**config.mk**
```make
export PLATFORM = sky130hd
export DESIGN_NAME = reservation_station
export DESIGN_NICKNAME = d
export VERILOG_FILES = /design/src/rtl/reservation_station.sv
export SDC_FILE = /design/constraint.sdc
export NUM_CORES = 2
export LEC_CHECK = 0
export BUFFER_PORTS_ARGS = -buffer_cell sky130_fd_sc_hd__buf_2
export CAP_MARGIN = 0
export CORE_ASPECT_RATIO = 2
export CORE_MARGIN = 4
export CORE_UTILIZATION = 37
export CTS_BUF_LIST = sky130_fd_sc_hd__clkbuf_16
export DETAILED_ROUTE_END_ITERATION = 8
export PLACE_DENSITY = 0.64
export SLEW_MARGIN = 20
export SYNTH_ARGS = -nofsm -noshare
export SYNTH_HDL_FRONTEND = slang
export SYNTH_SLANG_ARGS = --single-unit
```
**constraint.sdc**
```tcl
create_clock -name clock -period 15.6 [get_ports clock]
set_input_delay 0 -clock clock [delete_from_list [all_inputs] [get_ports clock]]
set_output_delay 0 -clock clock [all_outputs]
set_load 0.01 [all_outputs]
```
**src/rtl/reservation_station.sv**
```systemverilog
// Reservation station: dual-slot issue, two-port CDB wakeup, one registered dispatch port.
// Define RS_AGE_ORDER_EN to select the oldest ready entry instead of the lowest-index one.
module reservation_station #(
  parameter int XLEN  = 32,
  parameter int SIZE  = 8,
  parameter int TAG_W = 6,
  parameter int OP_W  = 8
) (
  input  logic                     clock,
  input  logic                     reset,
  input  logic                     flush,
  input  logic [1:0]               iss_valid,
  input  logic [1:0][OP_W-1:0]     iss_op,
  input  logic [1:0][TAG_W-1:0]    iss_rd_tag,
  input  logic [1:0][TAG_W-1:0]    iss_src1_tag,
  input  logic [1:0][TAG_W-1:0]    iss_src2_tag,
  input  logic [1:0][XLEN-1:0]     iss_src1_val,
  input  logic [1:0][XLEN-1:0]     iss_src2_val,
  input  logic [1:0]               iss_src1_rdy,
  input  logic [1:0]               iss_src2_rdy,
  input  logic [1:0][XLEN-1:0]     iss_imm,
  input  logic [1:0][XLEN-1:0]     iss_addr,
  input  logic [1:0]               cdb_valid,
  input  logic [1:0][TAG_W-1:0]    cdb_tag,
  input  logic [1:0][XLEN-1:0]     cdb_result,
  output logic                     disp_valid,
  input  logic                     disp_ready,
  output logic [OP_W-1:0]          disp_op,
  output logic [TAG_W-1:0]         disp_rd_tag,
  output logic [XLEN-1:0]          disp_src1,
  output logic [XLEN-1:0]          disp_src2,
  output logic [XLEN-1:0]          disp_imm,
  output logic [XLEN-1:0]          disp_addr,
  output logic                     full,
  output logic [$clog2(SIZE+1)-1:0] count
);
  localparam int IDX_W = $clog2(SIZE);
  localparam int CNT_W = $clog2(SIZE+1);

  logic [SIZE-1:0]  ent_valid, ent_r1, ent_r2, eligible;
  logic [OP_W-1:0]  ent_op   [SIZE];
  logic [TAG_W-1:0] ent_rd   [SIZE];
  logic [TAG_W-1:0] ent_t1   [SIZE];
  logic [TAG_W-1:0] ent_t2   [SIZE];
  logic [XLEN-1:0]  ent_v1   [SIZE];
  logic [XLEN-1:0]  ent_v2   [SIZE];
  logic [XLEN-1:0]  ent_imm  [SIZE];
  logic [XLEN-1:0]  ent_addr [SIZE];

  // {rdy, value} after this cycle's CDB snoop
  logic [XLEN:0]    wk1 [SIZE];
  logic [XLEN:0]    wk2 [SIZE];
  logic [XLEN:0]    iw1 [2];
  logic [XLEN:0]    iw2 [2];

  logic [CNT_W-1:0] cnt;
  logic [1:0]       seen;
  logic [IDX_W-1:0] free0, free1;
  logic [IDX_W-1:0] alloc_idx [2];
  logic [1:0]       alloc;
  logic             sel_found, disp_load, do_disp;
  logic [IDX_W-1:0] sel_idx;

  function automatic logic [XLEN:0] wake(input logic [TAG_W-1:0] tag, input logic rdy,
                                         input logic [XLEN-1:0] val);
    if (rdy) return {1'b1, val};
    if (cdb_valid[0] && cdb_tag[0] == tag) return {1'b1, cdb_result[0]};
    if (cdb_valid[1] && cdb_tag[1] == tag) return {1'b1, cdb_result[1]};
    return {1'b0, val};
  endfunction

  always_comb begin
    for (int i = 0; i < SIZE; i++) begin
      wk1[i] = wake(ent_t1[i], ent_r1[i], ent_v1[i]);
      wk2[i] = wake(ent_t2[i], ent_r2[i], ent_v2[i]);
    end
    for (int s = 0; s < 2; s++) begin
      iw1[s] = wake(iss_src1_tag[s], iss_src1_rdy[s], iss_src1_val[s]);
      iw2[s] = wake(iss_src2_tag[s], iss_src2_rdy[s], iss_src2_val[s]);
    end
  end

  always_comb begin
    cnt   = '0;
    seen  = '0;
    free0 = '0;
    free1 = '0;
    for (int i = 0; i < SIZE; i++) begin
      cnt = cnt + CNT_W'(ent_valid[i]);
      if (!ent_valid[i]) begin
        if (seen == 2'd0) free0 = IDX_W'(i);
        else if (seen == 2'd1) free1 = IDX_W'(i);
        if (seen != 2'd2) seen = seen + 2'd1;
      end
    end
  end

  assign count        = cnt;
  assign full         = (cnt > CNT_W'(SIZE - 2));
  assign alloc        = full ? 2'b00 : iss_valid;
  assign alloc_idx[0] = free0;
  assign alloc_idx[1] = iss_valid[0] ? free1 : free0;

`ifdef RS_AGE_ORDER_EN
  logic [IDX_W-1:0] ent_rank [SIZE];
  logic [IDX_W-1:0] sel_rank;
  logic [CNT_W-1:0] base_rank;
`endif

  always_comb begin
    eligible  = ent_valid & ent_r1 & ent_r2;
    sel_found = 1'b0;
    sel_idx   = '0;
`ifdef RS_AGE_ORDER_EN
    sel_rank  = '0;
    for (int i = 0; i < SIZE; i++)
      if (eligible[i] && (!sel_found || ent_rank[i] < sel_rank)) begin
        sel_found = 1'b1;
        sel_idx   = IDX_W'(i);
        sel_rank  = ent_rank[i];
      end
`else
    for (int i = 0; i < SIZE; i++)
      if (eligible[i] && !sel_found) begin
        sel_found = 1'b1;
        sel_idx   = IDX_W'(i);
      end
`endif
  end

  assign disp_load = !disp_valid || disp_ready;
  assign do_disp   = disp_load && sel_found && !flush;

  // Free slots come from this cycle's valid bits, so a dispatched entry is reusable only next cycle
  always_ff @(posedge clock or posedge reset) begin
    if (reset) begin
      ent_valid <= '0;
      ent_r1    <= '0;
      ent_r2    <= '0;
    end else if (flush) begin
      ent_valid <= '0;
    end else begin
      for (int i = 0; i < SIZE; i++) begin
        ent_r1[i] <= wk1[i][XLEN];
        ent_r2[i] <= wk2[i][XLEN];
      end
      if (do_disp) ent_valid[sel_idx] <= 1'b0;
      for (int s = 0; s < 2; s++)
        if (alloc[s]) begin
          ent_valid[alloc_idx[s]] <= 1'b1;
          ent_r1[alloc_idx[s]]    <= iw1[s][XLEN];
          ent_r2[alloc_idx[s]]    <= iw2[s][XLEN];
        end
    end
  end

  always_ff @(posedge clock) begin
    for (int i = 0; i < SIZE; i++) begin
      ent_v1[i] <= wk1[i][XLEN-1:0];
      ent_v2[i] <= wk2[i][XLEN-1:0];
    end
    for (int s = 0; s < 2; s++)
      if (alloc[s]) begin
        ent_op[alloc_idx[s]]   <= iss_op[s];
        ent_rd[alloc_idx[s]]   <= iss_rd_tag[s];
        ent_t1[alloc_idx[s]]   <= iss_src1_tag[s];
        ent_t2[alloc_idx[s]]   <= iss_src2_tag[s];
        ent_v1[alloc_idx[s]]   <= iw1[s][XLEN-1:0];
        ent_v2[alloc_idx[s]]   <= iw2[s][XLEN-1:0];
        ent_imm[alloc_idx[s]]  <= iss_imm[s];
        ent_addr[alloc_idx[s]] <= iss_addr[s];
      end
  end

`ifdef RS_AGE_ORDER_EN
  // New entries take the post-removal count so ranks stay dense
  assign base_rank = cnt - CNT_W'(do_disp);

  always_ff @(posedge clock or posedge reset) begin
    if (reset) begin
      for (int i = 0; i < SIZE; i++) ent_rank[i] <= '0;
    end else if (!flush) begin
      if (do_disp)
        for (int i = 0; i < SIZE; i++)
          if (ent_valid[i] && ent_rank[i] > sel_rank) ent_rank[i] <= ent_rank[i] - IDX_W'(1);
      if (alloc[0]) ent_rank[alloc_idx[0]] <= IDX_W'(base_rank);
      if (alloc[1]) ent_rank[alloc_idx[1]] <= IDX_W'(base_rank + CNT_W'(alloc[0]));
    end
  end
`endif

  always_ff @(posedge clock or posedge reset) begin
    if (reset) begin
      disp_valid  <= 1'b0;
      disp_op     <= '0;
      disp_rd_tag <= '0;
      disp_src1   <= '0;
      disp_src2   <= '0;
      disp_imm    <= '0;
      disp_addr   <= '0;
    end else if (flush) begin
      disp_valid <= 1'b0;
    end else if (disp_load) begin
      disp_valid <= sel_found;
      if (sel_found) begin
        disp_op     <= ent_op[sel_idx];
        disp_rd_tag <= ent_rd[sel_idx];
        disp_src1   <= ent_v1[sel_idx];
        disp_src2   <= ent_v2[sel_idx];
        disp_imm    <= ent_imm[sel_idx];
        disp_addr   <= ent_addr[sel_idx];
      end
    end
  end

endmodule

```
### Word level (Yosys, flattened, before mapping)

Memories as Yosys holds them, arrays and structs flattened. A register that Yosys moved wholly into a read port is not among the register bits.
Index checks and enable logic that the tools add are counted.

| cells by class | value |
|---|---|
| equal/unequal tests | 53 |
| bitwise operators | 7 |
| $lt $le $gt $ge | 7 |
| muxes and demuxes | 333 |
| add/sub/neg operators | 13 |
| reduce and logical (&&, ||, !) cells | 71 |

Operators by type and width:

| kind | number |
|---|---|
| $mux W33 | 120 |
| $eq A6 B6 Y1 | 40 |
| $mux W1 | 144 |
| $mux W3 | 37 |
| $mux W8 | 12 |
| $logic_and A1 B1 Y1 | 52 |
| $bwmux W8 | 4 |
| $mux W2 | 13 |
| $and A8 B8 Y8 | 3 |
| $add A4 B1 Y4 | 4 |
| $or A8 B8 Y8 | 2 |
| $eq A2 B1 Y1 const B | 7 |
| $logic_not A2 Y1 | 7 |
| $add A2 B1 Y2 const B | 6 |
| $lt A3 B4 Y1 const B | 3 |
| $ne A2 B2 Y1 const B | 6 |
| $demux W1 S3 | 3 |
| $ge A3 B1 Y1 const B | 3 |
| $logic_not A1 Y1 | 9 |
| $not A8 Y8 | 1 |
| $add A3 B1 Y4 | 1 |
| $gt A4 B3 Y1 const B | 1 |
| $add A2 B1 Y3 | 1 |
| $reduce_and A3 Y1 | 1 |
| other kinds (4) | 4 |

| word-level totals | value |
|---|---|
| memories | 8 |
| memory bits (writable) | 1232 |
| output and inout port bits | 148 |
| flip-flop bits (word level) | 25 |

Memory list:

| memory | depth | bits a word | rd ports | clocked after Yosys merged registers in | wr ports | RTL line | RTL |
|---|---|---|---|---|---|---|---|
| ent_addr | 8 | 32 | 1 | 1 | 2 | 48 | `logic [XLEN-1:0] ent_addr [SIZE];` |
| ent_imm | 8 | 32 | 1 | 1 | 2 | 47 | `logic [XLEN-1:0] ent_imm [SIZE];` |
| ent_v1 | 8 | 32 | 9 | 1 | 10 | 45 | `logic [XLEN-1:0] ent_v1 [SIZE];` |
| ent_v2 | 8 | 32 | 9 | 1 | 10 | 46 | `logic [XLEN-1:0] ent_v2 [SIZE];` |
| ent_op | 8 | 8 | 1 | 1 | 2 | 41 | `logic [OP_W-1:0] ent_op [SIZE];` |
| ent_rd | 8 | 6 | 1 | 1 | 2 | 42 | `logic [TAG_W-1:0] ent_rd [SIZE];` |
| +2 memories | -- | -- | -- | -- | -- | -- |  |

### Depth between registers and ports, before layout

| logic depth | value |
|---|---|
| word-level depth | 38 |
| mapped depth | 27 |
| depth with buffers taken out | 24 |

### Worst setup path before layout

OpenSTA, ideal clock, no wires.

| timing | value |
|---|---|
| path type | flip-flop to flip-flop |
| from | register ent_valid[0] |
| to | memory ent_addr[5][0], enable pin |
| library setup time | 867 ps |
| setup slack | 8296 ps |
| arrival | 6437 ps |
| stages on the path, launching flop included | 25 |
| data required time | 14733 ps |
| cell sequence | dfrtp_1 > inv_1 > ha_1 > mux2i_2 > inv_1 > ha_1 > nor2_1 > a31oi_1 > ha_1 > nand2b_1 > nand3_1 > ha_1 > or2_2 > and2_1 > ha_1 > nor2_1 > nor2_1 > o211a_1 > clkbuf_1 > nand2_1 > a2bb2oi_1 > nand2_1 > clkbuf_1 > buf_1 > nand2_1 |

RTL lines:

| item | RTL line | RTL |
|---|---|---|
| from (decl) | 40 | `logic [SIZE-1:0] ent_valid, ent_r1, ent_r2, eligible;` |
| from (signal assigned) | 137 | `ent_valid <= '0;` |
| from (signal assigned) | 141 | `ent_valid <= '0;` |
| from (signal, indexed assignment) | 147 | `if (do_disp) ent_valid[sel_idx] <= 1'b0;` |
| to (decl) | 48 |  |

==> out/results.ini <==
[detailed_routing]
ant_nets = 0
routed_wl_mm = 378
drt-vias-per-instance = 6.50
dr.pass1.iters = 9
wl_per_cell_um = 35.4
num_vias = 69400
drt_iter0_markers = 9889
drc = 0

[setup_path]
worstReg2RegEnd = ent_op[4][3]
rrSetupSlack_ns = 6.78
rr_worst_depth = 24
reg2reg_from = ent_valid[0]
cp-start-kind = flop
critical_path.max_fanout = 48
endpoint_kind = flop
critical_path_class = reg2reg
critical_path_required_ns = 16.15
crit_arrival_ns = 9.37

[clock_network]
clock_sinks = 1399
clk_latency_ns = 0.82
hold_buffers = 363
path_clk_slew_ns = 0.06
root_buffer = clkbuf_16
cts_tree = built
cts_buffers = 146
ctsHtreeMaxLevel = 4
post_cts_buffers = 0
cts_max_path_buffers = 4
post_cts_resized = 0

[global_route]
antenna_found_initial = 83
grt_pass1_vias = 70900
gr-total-overflow = 0
grt_pass1_wl_mm = 521
grt_usage_pct = 31.0
grt_max_degree = 145

[layout]
nets = 7982
fillers = 21200
area_growth_pct = 16.4
drive_gt1_share_pct = 21.0

[floorplan]
die_height_um = 681
num_rows = 246
core_sq_mm = 0.225
die_w_um = 344
ios = 544
start_util_pct = 37.2
dieArea_sq_mm = 0.234

[run_status]
status = finished clean

[power_and_ir_drop]
seq_power_share_pct = 31.4
ir_worst_vdd_uv = 370
power.density_mw_per_mm2 = 263
power_switching_w = 0.0118
combPwrFrac_pct = 54.3
sw_frac_of_total_pct = 46.2
intPower_w = 0.0138
p_leak_nw = 39.1
clkPwrFrac_pct = 14.3

[sta]
fin_crit_sh_pct = 56.5
maxSlewViolCount = 0
fin_setup_tns_ns = 0
finalWorstSetupSlack_ns = 6.78
skew_ns = 0.0517
final-hold-violation-count = 0
slew_headroom_pct = 15.8
worst_slew_pin_slew_ns = 1.26
rsz0062_at_grt = false
setup_violations = 0
fmax_ghz = 0.113
min_period_ns = 8.82

[synthesis]
yosysUniqueCellTypes = 67
syn_inst = 7127
synthArstFlopShare_pct = 11.9
synth_nets = 7545
synth_edf_count = 1232
avgSynthCellArea_sq_um = 11.7
synth_ff_type = edfxtp_1
syn-cell-area_sq_mm = 0.0837
ys_ff_latch = 1399
synth_warnings = 0
seq_area_frac_synth_pct = 49.2

[placement]
dp_hpwl_mm = 224
place_worst_setup_slack_ns = 7.28
globalplace.congestion = 0.946
io_buffers = 543

[min_path]
hold_start = cdb_result[31]
hold_depth = 5
hp-class = in2reg
holdPathEnd = ent_v1[7][31]

[job]
maxCapViolCount = 0

==> sequential cells by signal, summed over array words and instances (netlist names), 48 cells and up <==
| register | flops |
|---|---|
| ent_t2 | 48 |
| ent_v2 | 256 |
| ent_v1 | 256 |
| ent_imm | 256 |
| ent_rd | 48 |
| ent_addr | 256 |
| ent_t1 | 48 |
| ent_op | 64 |
==> per-layer routing <==
layer	part of all wire, %	up-vias	GRT usage, %
met1	32	34400	32.8
met5	0.10	-	0
met3	12	1762	10.9
li1	-	28300	-
met4	8.6	64	22.2
met2	47	4937	51.2
==> critical path, cell delays in order, from the launching register on <==
cell	delay, ns
dfrtp_1	0.48
inv_1	0.08
ha_1	0.33
mux2i_2	0.38
inv_1	0.10
ha_1	0.31
nor2_1	0.05
a31oi_1	0.27
ha_1	0.30
nand2b_1	0.11
nand3_1	0.14
ha_1	0.22
or2_2	0.33
and2_1	0.20
ha_1	0.28
nor2_1	0.04
nor2_1	0.17
o211a_1	0.50
nand2_1	0.44
a2bb2oi_1	0.31
nand3_4	0.58
buf_4	0.95
buf_4	0.84
mux2_2	0.42
dlygate4sd3_1	0.57
==> Yosys cell counts (all sizes together) (2+ instances only) <==
master   number  share of area (%)
nor4         69               0.61
o211ai        3              0.027
inv          53               0.24
a21oi       245                1.5
and2          7              0.052
dfrtp       167                5.0
edfxtp     1232                 44
nand2       532                2.4
xor2        111                1.2
nor3        243                1.5
nor4b         2              0.028
or3b          3              0.031
a211oi        7              0.075
a21o          2              0.018
o31ai       142                1.3
o21ba         2              0.024
o22ai        66               0.49
o2bb2ai       3              0.031
xnor2       130                1.4
o21ai        14              0.084
or2           6              0.045
or3           8              0.060
nand2b       13              0.097
mux2i      1315                 16
o22a        128                1.3
ha           18               0.27
a222oi      284                3.4
nand3        36               0.22
nor2b         6              0.045
a31oi        83               0.64
o21bai       14               0.13
buf         272                1.6
and3        286                2.1
nor2        311                1.4
mux2        728                9.8
or4           8              0.072
nor3b         3              0.027
clkbuf      498                2.2
a221oi        3              0.031
nand3b        4              0.036
fa            4              0.096
o32ai        12               0.13
nand4        42               0.31
==> cell families (layout without fill, tap and decap cells) <==
kind of cell / Yosys count / after routing / synth area share, %
AO/OA/AOI/OAI: 1019 / 1019 / 9.27
XOR/XNOR: 241 / 241 / 2.52
adder cells (fa/ha/maj): 22 / 22 / 0.365
buffers and inverters: 823 / 1370 / 4.09
flip-flops: 1399 / 1399 / 49.2
multiplexers: 2043 / 2043 / 25.5
other: 0 / 35 / 0
AND/OR/NAND/NOR: 1580 / 1580 / 9.01
==> layout by cell type, fill, tap and decap left out, types with 17 or more instances in the layout <==
| cell | netlist | final |
|---|---|---|
| nor2_1 | 311 | 308 |
| a222oi_1 | 284 | 284 |
| clkinv_2 | 0 | 19 |
| mux2i_1 | 1314 | 1314 |
| edfxtp_1 | 1232 | 1232 |
| o22a_1 | 128 | 128 |
| nor3_1 | 243 | 239 |
| inv_1 | 53 | 74 |
| nor4_1 | 57 | 52 |
| mux2_1 | 122 | 122 |
| o22ai_1 | 66 | 66 |
| and3_1 | 286 | 285 |
| a31oi_1 | 82 | 82 |
| clkbuf_16 | 0 | 149 |
| a21oi_1 | 245 | 241 |
| clkinv_1 | 0 | 34 |
| xor2_1 | 111 | 111 |
| bufinv_16 | 0 | 21 |
| buf_4 | 3 | 143 |
| mux2_2 | 606 | 606 |
| dlygate4sd3_1 | 0 | 363 |
| ha_1 | 18 | 18 |
| nand2_1 | 532 | 520 |
| nand3_2 | 0 | 17 |
| dfrtp_1 | 167 | 167 |
| buf_2 | 181 | 542 |
| nand4_1 | 42 | 42 |
| xnor2_1 | 130 | 130 |
| diode_2 | 0 | 35 |
| o31ai_1 | 142 | 142 |
==> cell type report <==
| type | instances | area [sq um] | area share (%) |
|---|---|---|---|
| multi-input cells | 4905 | 39800 | 40.8 |
| well taps | 2976 | 3720 | 3.82 |
| inverters | 53 | 206 | 0.212 |
| flip-flops and latches | 1399 | 41200 | 42.3 |
| clock inverters | 109 | 1070 | 1.10 |
| clock buffers | 149 | 3730 | 3.83 |
| repair buffers | 1059 | 7650 | 7.85 |
| diodes | 35 | 87.6 | 0.0899 |
==> power groups by stage <==
stage	combinational, W	clock (W)	sequential [W]
2_1_floorplan	0.00817	0	0.00812
3_3_place_gp	0.0131	0	0.00800
3_5_place_dp	0.0134	0	0.00808
4_1_cts	0.0136	0.00370	0.00801
5_1_grt	0.0144	0.00383	0.00816
6_report	0.0139	0.00367	0.00804
==> through the flow <==
stage                     instances  cell area (sq um)  total power [W]  util [%]  hold slack [ns]
after detailed placement      10000              88900           0.0214      39.6            0.204
after floorplan                7127              83700           0.0163         -            0.193
after global routing          10700              97400           0.0264      43.3           0.0613
after CTS                     10700              97300           0.0253      43.3          0.00731
after global placement        10000              88900           0.0211      39.6            0.179
final                         10700              97400           0.0256      43.4           0.0578
==> worst max-delay path by stage <==
| stage | from | end | slack, ns | cells after the start |
|---|---|---|---|---|
| 5_1_grt | ent_valid[1] | ent_op[4][3] | 6.43 | 24 |
| 4_1_cts | ent_valid[0] | ent_imm[4][9] | 6.92 | 24 |
| 3_3_place_gp | ent_valid[1] | ent_v1[4][7] | 7.10 | 25 |
| 2_1_floorplan | ent_valid[0] | ent_addr[5][0] | 8.30 | 24 |
| 3_5_place_dp | ent_valid[0] | ent_v1[4][7] | 7.28 | 24 |
| 6_report | ent_valid[0] | ent_op[4][3] | 6.78 | 24 |
Note: power is estimated with default switching activity, not from simulation.
